$ cat src/rtl/menu_ctrl_pkg.sv
// menu_ctrl_pkg
//   Shared definitions for the balance-board menu sequencer: mode encodings,
//   FSM state encoding, map range, button indices and the event priority
//   helper used to reduce simultaneous presses to a single action.
package menu_ctrl_pkg;

  localparam logic LIMITED = 1'b0;
  localparam logic CONTEST = 1'b1;

  localparam logic [1:0] MAP_MAX = 2'd2;

  typedef enum logic [1:0] {
    ST_MENU      = 2'd0,
    ST_COUNTDOWN = 2'd1,
    ST_PLAY      = 2'd2,
    ST_RESULT    = 2'd3
  } state_t;

  // Bit positions of the buttons in the packed press/level vectors.
  localparam int BTN_UP    = 0;
  localparam int BTN_DOWN  = 1;
  localparam int BTN_LEFT  = 2;
  localparam int BTN_RIGHT = 3;
  localparam int BTN_OK    = 4;
  localparam int NUM_BTN   = 5;

  typedef enum logic [2:0] {
    EV_NONE  = 3'd0,
    EV_OK    = 3'd1,
    EV_UP    = 3'd2,
    EV_DOWN  = 3'd3,
    EV_LEFT  = 3'd4,
    EV_RIGHT = 3'd5
  } event_t;

  // Only the highest-priority press of a cycle is acted on: ok > up > down > left > right.
  function automatic event_t pick_event(input logic [NUM_BTN-1:0] press);
    if (press[BTN_OK])         return EV_OK;
    else if (press[BTN_UP])    return EV_UP;
    else if (press[BTN_DOWN])  return EV_DOWN;
    else if (press[BTN_LEFT])  return EV_LEFT;
    else if (press[BTN_RIGHT]) return EV_RIGHT;
    else                       return EV_NONE;
  endfunction

endpackage

$ cat src/rtl/menu_ctrl_if.sv
// menu_ctrl_if
//   Bundle of the menu sequencer's board-side inputs and its outputs.
//   master : board / game side (drives buttons and game_over, reads selections)
//   slave  : menu_ctrl
//   Signals:
//     btn_up/down/left/right/ok : raw buttons, high = pressed, synchronous to clk
//     game_over                 : one-cycle pulse from the game core
//     cursor                    : 0 = mode row, 1 = map row
//     mode                      : LIMITED / CONTEST
//     map                       : 0..2
//     count                     : countdown digit 3..1, 0 outside countdown
//     start                     : one-cycle pulse when play begins
//     in_game                   : high while playing
interface menu_ctrl_if;
  logic       btn_up;
  logic       btn_down;
  logic       btn_left;
  logic       btn_right;
  logic       btn_ok;
  logic       game_over;
  logic       cursor;
  logic       mode;
  logic [1:0] map;
  logic [1:0] count;
  logic       start;
  logic       in_game;

  modport master (
    output btn_up, btn_down, btn_left, btn_right, btn_ok, game_over,
    input  cursor, mode, map, count, start, in_game
  );

  modport slave (
    input  btn_up, btn_down, btn_left, btn_right, btn_ok, game_over,
    output cursor, mode, map, count, start, in_game
  );
endinterface

$ cat src/rtl/menu_ctrl_btn_debounce.sv
// btn_debounce
//   Single-button debouncer. A counter runs while the raw input differs from
//   the accepted level and clears whenever they agree; once it has reached
//   DEBOUNCE_CYCLES the accepted level flips on the following edge. A 0->1
//   flip raises press for exactly one cycle; releases raise nothing.
//   Ports:
//     clk   : system clock
//     rst   : synchronous, active-high reset
//     raw   : button input, already synchronized to clk
//     level : accepted (debounced) level
//     press : one-cycle pulse on an accepted 0->1 flip
module btn_debounce #(
  parameter int DEBOUNCE_CYCLES = 1000000
) (
  input  logic clk,
  input  logic rst,
  input  logic raw,
  output logic level,
  output logic press
);

  localparam int CW = $clog2(DEBOUNCE_CYCLES) + 1;
  localparam logic [CW-1:0] CNT_FULL = CW'(DEBOUNCE_CYCLES);

  logic [CW-1:0] cnt;

  always_ff @(posedge clk) begin
    if (rst) begin
      cnt   <= '0;
      level <= 1'b0;
      press <= 1'b0;
    end else begin
      press <= 1'b0;
      if (raw == level) begin
        cnt <= '0;
      end else if (cnt == CNT_FULL) begin
        cnt   <= '0;
        level <= raw;
        press <= raw;
      end else begin
        cnt <= cnt + CW'(1);
      end
    end
  end

endmodule

$ cat src/rtl/menu_ctrl.sv
// menu_ctrl
//   Title-screen menu sequencer: debounces the five navigation buttons, owns
//   the cursor/mode/map selections and runs menu -> countdown -> play ->
//   result, pulsing start for one cycle when play begins.
//   Ports:
//     clk : system clock
//     rst : synchronous, active-high reset
//     bus : menu_ctrl_if.slave (buttons, game_over in; selections, count,
//           start, in_game out; all outputs registered)
//   Build option:
//     MENU_WRAP_EN : when defined, map steps wrap 2->0 and 0->2; otherwise
//                    map saturates at 0 and 2.
//
//   state        | meaning
//   -------------+-----------------------------------------------
//   ST_MENU      | selections editable, ok starts the countdown
//   ST_COUNTDOWN | count 3..1, one step per TICK_CYCLES
//   ST_PLAY      | game running, waits for game_over
//   ST_RESULT    | score screen, ok returns to the menu
module menu_ctrl
  import menu_ctrl_pkg::*;
#(
  parameter int DEBOUNCE_CYCLES = 1000000,
  parameter int TICK_CYCLES     = 100000000
) (
  input  logic clk,
  input  logic rst,
  menu_ctrl_if.slave bus
);

  localparam int TW = $clog2(TICK_CYCLES) + 1;
  localparam logic [TW-1:0] TICK_LAST = TW'(TICK_CYCLES - 1);

  logic [NUM_BTN-1:0] raw;
  logic [NUM_BTN-1:0] level;
  logic [NUM_BTN-1:0] press;
  event_t             ev;

  state_t        state_q, state_nx;
  logic          cursor_q, cursor_d;
  logic          mode_q, mode_d;
  logic [1:0]    map_q, map_d;
  logic [1:0]    count_q, count_d;
  logic          start_q, start_d;
  logic          in_game_q, in_game_d;
  logic [TW-1:0] tick_q, tick_d;
  logic          tick_done;

  assign raw = {bus.btn_ok, bus.btn_right, bus.btn_left, bus.btn_down, bus.btn_up};

  for (genvar i = 0; i < NUM_BTN; i++) begin : g_deb
    btn_debounce #(
      .DEBOUNCE_CYCLES(DEBOUNCE_CYCLES)
    ) u_deb (
      .clk  (clk),
      .rst  (rst),
      .raw  (raw[i]),
      .level(level[i]),
      .press(press[i])
    );
  end

  // Only press events drive the menu; the accepted levels have no consumer here.
  logic unused_level;
  assign unused_level = ^level;

  assign ev        = pick_event(press);
  assign tick_done = (tick_q == TICK_LAST);

  function automatic logic [1:0] map_right(input logic [1:0] m);
`ifdef MENU_WRAP_EN
    return (m >= MAP_MAX) ? 2'd0 : m + 2'd1;
`else
    return (m >= MAP_MAX) ? MAP_MAX : m + 2'd1;
`endif
  endfunction

  function automatic logic [1:0] map_left(input logic [1:0] m);
`ifdef MENU_WRAP_EN
    return (m == 2'd0) ? MAP_MAX : m - 2'd1;
`else
    return (m == 2'd0) ? 2'd0 : m - 2'd1;
`endif
  endfunction

  always_ff @(posedge clk) begin
    if (rst) state_q <= ST_MENU;
    else     state_q <= state_nx;
  end

  always_comb begin
    state_nx = state_q;
    case (state_q)
      ST_MENU:      if (ev == EV_OK) state_nx = ST_COUNTDOWN;
      ST_COUNTDOWN: if (tick_done && count_q == 2'd1) state_nx = ST_PLAY;
      ST_PLAY:      if (bus.game_over) state_nx = ST_RESULT;
      ST_RESULT:    if (ev == EV_OK) state_nx = ST_MENU;
      default:      state_nx = ST_MENU;
    endcase
  end

  always_comb begin
    cursor_d  = cursor_q;
    mode_d    = mode_q;
    map_d     = map_q;
    count_d   = count_q;
    start_d   = 1'b0;
    tick_d    = '0;
    // in_game follows the state one edge later so it rises after the start cycle.
    in_game_d = (state_q == ST_PLAY);
    case (state_q)
      ST_MENU: begin
        case (ev)
          EV_OK:    count_d  = 2'd3;
          EV_UP:    cursor_d = 1'b0;
          EV_DOWN:  cursor_d = 1'b1;
          EV_LEFT:  if (cursor_q) map_d = map_left(map_q);  else mode_d = ~mode_q;
          EV_RIGHT: if (cursor_q) map_d = map_right(map_q); else mode_d = ~mode_q;
          default: ;
        endcase
      end
      ST_COUNTDOWN: begin
        if (tick_done) begin
          count_d = count_q - 2'd1;
          if (count_q == 2'd1) start_d = 1'b1;
        end else begin
          tick_d = tick_q + TW'(1);
        end
      end
      default: ;
    endcase
  end

  always_ff @(posedge clk) begin
    if (rst) begin
      cursor_q  <= 1'b0;
      mode_q    <= LIMITED;
      map_q     <= 2'd0;
      count_q   <= 2'd0;
      start_q   <= 1'b0;
      in_game_q <= 1'b0;
      tick_q    <= '0;
    end else begin
      cursor_q  <= cursor_d;
      mode_q    <= mode_d;
      map_q     <= map_d;
      count_q   <= count_d;
      start_q   <= start_d;
      in_game_q <= in_game_d;
      tick_q    <= tick_d;
    end
  end

  assign bus.cursor  = cursor_q;
  assign bus.mode    = mode_q;
  assign bus.map     = map_q;
  assign bus.count   = count_q;
  assign bus.start   = start_q;
  assign bus.in_game = in_game_q;

endmodule

$ cat src/flat_wrapper.sv
// flat-port wrapper written by rule: the top's interface ports become plain ports
module menu_ctrl_flat import menu_ctrl_pkg::*;
#(
  parameter int DEBOUNCE_CYCLES = 1000000,
  parameter int TICK_CYCLES     = 100000000
)
  (clk, rst, bus_btn_up, bus_btn_down, bus_btn_left, bus_btn_right, bus_btn_ok, bus_game_over, bus_cursor, bus_mode, bus_map, bus_count, bus_start, bus_in_game);
  menu_ctrl_if bus_i ();
  input  logic clk;
  input  logic rst;
  input wire logic [$bits(bus_i.btn_up)-1:0] bus_btn_up;
  input wire logic [$bits(bus_i.btn_down)-1:0] bus_btn_down;
  input wire logic [$bits(bus_i.btn_left)-1:0] bus_btn_left;
  input wire logic [$bits(bus_i.btn_right)-1:0] bus_btn_right;
  input wire logic [$bits(bus_i.btn_ok)-1:0] bus_btn_ok;
  input wire logic [$bits(bus_i.game_over)-1:0] bus_game_over;
  output wire logic [$bits(bus_i.cursor)-1:0] bus_cursor;
  output wire logic [$bits(bus_i.mode)-1:0] bus_mode;
  output wire logic [$bits(bus_i.map)-1:0] bus_map;
  output wire logic [$bits(bus_i.count)-1:0] bus_count;
  output wire logic [$bits(bus_i.start)-1:0] bus_start;
  output wire logic [$bits(bus_i.in_game)-1:0] bus_in_game;
  assign bus_i.btn_up = bus_btn_up;
  assign bus_i.btn_down = bus_btn_down;
  assign bus_i.btn_left = bus_btn_left;
  assign bus_i.btn_right = bus_btn_right;
  assign bus_i.btn_ok = bus_btn_ok;
  assign bus_i.game_over = bus_game_over;
  assign bus_cursor = bus_i.cursor;
  assign bus_mode = bus_i.mode;
  assign bus_map = bus_i.map;
  assign bus_count = bus_i.count;
  assign bus_start = bus_i.start;
  assign bus_in_game = bus_i.in_game;
  menu_ctrl #(.DEBOUNCE_CYCLES(DEBOUNCE_CYCLES), .TICK_CYCLES(TICK_CYCLES)) u_core (.clk(clk), .rst(rst), .bus(bus_i));
endmodule
$ cat config.mk
export PLATFORM = sky130hd
export DESIGN_NAME = menu_ctrl_flat
export DESIGN_NICKNAME = d
export VERILOG_FILES = /design/src/rtl/menu_ctrl_pkg.sv /design/src/rtl/menu_ctrl_if.sv /design/src/rtl/menu_ctrl_btn_debounce.sv /design/src/rtl/menu_ctrl.sv /design/src/flat_wrapper.sv
export SDC_FILE = /design/constraint.sdc
export NUM_CORES = 1
export LEC_CHECK = 0
export CORE_MARGIN = 1
export CORE_UTILIZATION = 62
export DETAILED_ROUTE_END_ITERATION = 10
export PLACE_DENSITY_LB_ADDON = 0.15
export SYNTH_ARGS = -nofsm -noshare
export SYNTH_HDL_FRONTEND = slang
export SYNTH_SLANG_ARGS = --single-unit
$ cat constraint.sdc
create_clock -name clk -period 2.7 [get_ports clk]
set_clock_uncertainty 0.15 [all_clocks]
set_input_delay 0.675 -clock clk [delete_from_list [all_inputs] [get_ports clk]]
set_output_delay 0.675 -clock clk [all_outputs]
set_load 0.05 [all_outputs]
==> Word-level counts from Yosys, hierarchy flattened <==
Cells that the tools add are included.
W data, S select, Z words.
{ "word_totals": {"in_bits": 8, "register_bits": 153} }
{ "op_classes": {"n_reduce_logical": 29, "bitwise": 14, "n_mux": 20, "order_cmp": 1, "n_eq_ne": 27, "add_sub_neg": 9} }
{ "op_table": {"columns": ["op", "n"], "rows": [
  ["$add A21 B1 Y21 const B", 5],
  ["$eq A21 B20 Y1 const B", 5],
  ["$reduce_or A3 Y1", 12],
  ["$add A28 B1 Y28 const B", 1],
  ["$eq A28 B27 Y1 const B", 1],
  ["$mux W2", 10],
  ["$mux W3", 5],
  ["$not A1 Y1", 14],
  ["$ne A2 B1 Y1 const B", 6],
  ["$reduce_and A2 Y1", 6],
  ["$pmux W2 S2", 2],
  ["$pmux W2 S4", 1],
  ["$reduce_and A4 Y1", 2],
  ["$eq A3 B2 Y1 const B", 2],
  ["$eq A3 B3 Y1 const B", 2],
  ["$reduce_and A3 Y1", 2],
  ["$reduce_bool A2 Y1", 3],
  ["$eq A1 B1 Y1", 5],
  ["$eq A2 B1 Y1 const B", 2],
  ["$eq A2 B2 Y1 const B", 2],
  ["$logic_not A2 Y1", 2],
  ["$sub A2 B1 Y2 const B", 2],
  ["$eq A3 B1 Y1 const B", 1],
  ["$add A2 B1 Y2 const B", 1],
  ["6 further kinds", 6]
]} }

==> Logic depth before layout (Yosys ltp) <==
{ "depth": {"depth_word": 8, "ltp_mapped": 8} }

==> Modules after synthesis <==
A second synthesis with hierarchy kept.
{ "unflattened": {"cells_unflattened": 861, "hier_area_um2": 7355.8} }
{ "modules_own_cells": {"columns": ["module", "seq_area_each_um2", "area_each_um2", "cells_per_inst", "n_inst"], "rows": [
  ["btn_debounce", 460.4, 1089.8, 126, 5],
  ["menu_ctrl", 760.7, 1906.8, 231, 1]
]} }

==> Worst setup path before layout <==
OpenSTA, ideal clock, no wires.
{ "synth_path": {"path_type": "register -> register", "startpoint": "register u_core.g_deb[3].u_deb.cnt[0]", "endpoint": "register u_core.g_deb[3].u_deb.cnt[18]", "setup_slack_ns": 0.590, "required_ns": 2.480, "stages_incl_launch_ff": 7, "arrival_time_ns": 1.889, "path_buffers": 1, "period_less_slack_ns": 2.110, "path_cell_list": "dfxtp_1 -> ha_1 -> nand2_1 -> or4_1 -> buf_2 -> or4_1 -> a21oi_1"} }
{ "synth_between": {"elab_chain_cells": 2, "word_cells_on_any_way": 3, "classes_between": "add/sub (1); eq/ne (1); reduce/logical (1)"} }
{ "synth_lines": {"columns": ["item", "line", "text"], "rows": [
  ["start, declared", "menu_ctrl_btn_debounce.sv:25", "logic [CW-1:0] cnt;"],
  ["start signal, assigned", "menu_ctrl_btn_debounce.sv:41", "cnt <= cnt + CW'(1);"],
  ["parallel branches: the longest is 2 deep, another holds $add A21 B1 Y21", null, null]
]} }
Parallel ways; which one is timed is not known.
A chain may end at the register's enable or synchronous reset.

==> Worst setup path in the final report <==
{ "layout_path": {"startpoint": "register u_core.map_q[1], in the netlist u_core.bus.map[1]", "endpoint": "output bus_map[1]"} }
{ "layout_lines": {"columns": ["item", "line", "text"], "rows": [
  ["start, declared", "menu_ctrl.sv:42", "logic [1:0] map_q, map_d;"],
  ["start signal, assigned", "menu_ctrl.sv:146", "map_q <= map_d;"],
  ["end, declared", "flat_wrapper.sv:19", "output wire logic [$bits(bus_i.map)-1:0] bus_map;"]
]} }
No word-level cell between the ends.

==> results.yml <==
clock_network:
  clkTransAtPathRegs_ps: 60
  cts_tree: "done"
  cts_buffer_depth: 2
  clk_latency_ps: 430
  cts_buffers: 17
  clock-sinks: 153
  post-cts-setup-buffer-count: 0
  htree_levels: 4
  root_buffer: "clkbuf_16"
  ctsHoldBuffers: 0
  cts_resized: 0
placed_design:
  gp_congestion: 0.874
  dp_hpwl_mm: 10.9
  post_dp_cell_area_um2: 7620
  pre_cts_slack_ps: 195
  portBuffers: 15
yosys:
  synth_edf_count: 0
  synth_top_area_frac: 0.418
  synth_area_leaders: "dfxtp_1 42%, nor2_1 4.9%, xor2_1 4.8%, a21oi_1 3.8%, xnor2_1 3.7%"
  synthesis.nets: 893
  mappedNetlistArea_um2: 7330
  synthArstFlopShare: 0
  synth.distinct_cells: 43
  synthCells: 869
  synth_seq_cells: 153
  yosysTopAreaCell: "dfxtp_1"
  yosysSeqAreaShare: 0.418
  yosys_warnings: 0
  syn_area_per_cell_um2: 8.43
  synth_most_common_cell: "dfxtp_1"
  synthFlopType: "dfxtp_1"
  synth_common_cells: "153 x dfxtp_1, 95 x nor2_1, 55 x a21oi_1"
grt:
  top_usage_layer: "met2"
  gr-usage-met1: 0.305
  grt_pass1_vias: 6118
  use_met3: 0.0672
  grt_use_met2: 0.464
  grt.overflow.total: 0
  grt_pass1_wl_mm: 26.9
  antenna_found_initial: 0
  track_usage: 0.264
  grt_start_max_net_pins: 22
timing:
  fin_crit_sh: 0.933
  setup_viol: 0
  rsz0062_at_grt: "no"
  setup-tns-final_ps: 0
  finalHoldViolCount: 0
  slew_headroom: 0.598
  max_freq_mhz: 397
  min_period_ps: 2520
  worstMarginPinSlew_ps: 602
  maxSlewViolCount: 0
  fin_ws_ps: 182
critical_path:
  path_max_fanout: 5
  crit_path_start_kind: "register"
  worstPathArrival_ps: 1690
  critPathBufInv: 1
  r2r-start: "u_core.state_q[0]"
  crit_chain: "clkdlybuf4s50_1"
  required_ps: 1880
  startpoint: "u_core.bus.map[1]"
  crit_type: "register to output port"
  cp_slowest_cell: "clkdlybuf4s50_1"
  critical_path.max_stage_delay_ps: 840
  cp_top_family: "buffers and inverters"
  cp-end-kind: "output port"
pwr:
  p_sw_frac: 0.213
  peakVddDrop_mv: 0.511
  pwr-share-seq: 0.473
  cellInternalPower_mw: 3.81
  p_clk_frac: 0.489
  switching_power_mw: 1.03
  p_comb_frac: 0.038
  powerDensity_nw_per_um2: 589
  p_leak_nw: 2.58
die:
  fp.coreArea_um2: 11500
  start_util: 0.639
  die_w_um: 111
  num_rows: 39
  dieArea_um2: 12300
  die_h_um: 111
  ios: 16
routing:
  vias_per_cell: 6.18
  drc: 0
  drt_wl_total_mm: 15.9
  post_drt_wl_per_cell_um: 15.3
  drtAntennaViolNets: 0
  dr.pass1.iters: 5
  dr.first_iter.drc_count: 473
  vias: 6401
layout:
  drive_gt1_frac: 0.0516
  syn_to_final_growth_pct: 12.0
  nets: 905
  num_antenna_cells: 0
  fin_area_um2: 8210
worst_hold_path:
  min_path_type: "register to register"
  min_from: "u_core.g_deb[2].u_deb.cnt[0]"
status:
  outcome: "finished clean"
job:
  maxCapViolCount: 0
## worst register-to-register path, stage by stage, from the launching register on
cell and delay (ps):
dfxtp_1 330, inv_1 140, ha_1 290, nor2b_1 410
o2111ai_1 260, or4_1 550, a21oi_1 130
## layout by cell type (no fill, tap or decap), drive strengths merged, types with 22 or more instances in the layout
master / count
inv: 38
a21oi: 55
xnor2: 31
nand3: 56
clkbuf: 23
or4: 32
o31ai: 24
xor2: 40
dfxtp: 153
o21ai: 37
nand2: 51
and4: 22
nand4: 39
nor2: 95
or3: 30
## cell type report
| cell class | count | area, um^2 |
|---|---|---|
| Fill cell | 877 | 3260 |
| Clock inverter | 7 | 91.3 |
| Tap cell | 143 | 179 |
| Sequential cell | 153 | 3060 |
| Multi-Input combinational cell | 643 | 3990 |
| Inverter | 38 | 143 |
| Clock buffer | 23 | 498 |
| Timing Repair Buffer | 28 | 248 |
## worst paths after layout
| check | end | slack, ps | cells past startpoint |
|---|---|---|---|
| max reg2reg | u_core.bus.map[0] | 370 | 6 |
| min reg2reg | u_core.g_deb[2].u_deb.cnt[0] | 310 | 1 |
| min | u_core.g_deb[2].u_deb.cnt[0] | 310 | 1 |
| max | bus_map[1] | 180 | 1 |
## flip-flops by register name (all words and copies together) (netlist names)
signal	count
u_core.g_deb.u_deb.cnt	105
u_core.tick_q	28
u_core.g_deb.u_deb.level	5
u_core.g_deb.u_deb.press	5
u_core.bus.count	2
u_core.bus.map	2
u_core.state_q	2
u_core.bus.cursor	1
u_core.bus.in_game	1
u_core.bus.mode	1
u_core.bus.start	1
## power by group through the flow
stage | logic [mW] | clock network [mW] | registers (mW)
detailed placement | 0.180 | 0 | 2.33
global placement | 0.171 | 0 | 2.33
global route | 0.203 | 2.49 | 2.29
finish | 0.184 | 2.37 | 2.29
floorplan | 0.120 | 0 | 2.33
CTS | 0.183 | 2.40 | 2.28
## metal layers
| metal | share of wire | up-vias |
|---|---|---|
| li1 | - | 3194 |
| met1 | 0.44 | 3037 |
| met2 | 0.50 | 140 |
| met3 | 0.038 | 30 |
| met4 | 0.021 | 0 |
| met5 | 0 | - |
## kinds of logic after synthesis
family                     share of synthesized area
AOI/OAI and AO/OA                              0.121
xor gates and xnor gates                      0.0849
adders and majority gates                     0.0273
buffers and inverters                         0.0379
DFF                                            0.418
muxes                                        0.00154
and+or+nand+nor                                0.309
## per-stage QoR
stage	power [mW]	util	std cells	hold slack (ps)
2_1_floorplan	2.45	-	869	265
3_3_place_gp	2.50	0.664	1005	283
3_5_place_dp	2.52	0.664	1005	291
4_1_cts	4.86	0.716	1035	312
5_1_grt	4.98	0.716	1035	333
6_report	4.84	0.716	1035	314
No activity file was read; power rests on OpenSTA's default activity.
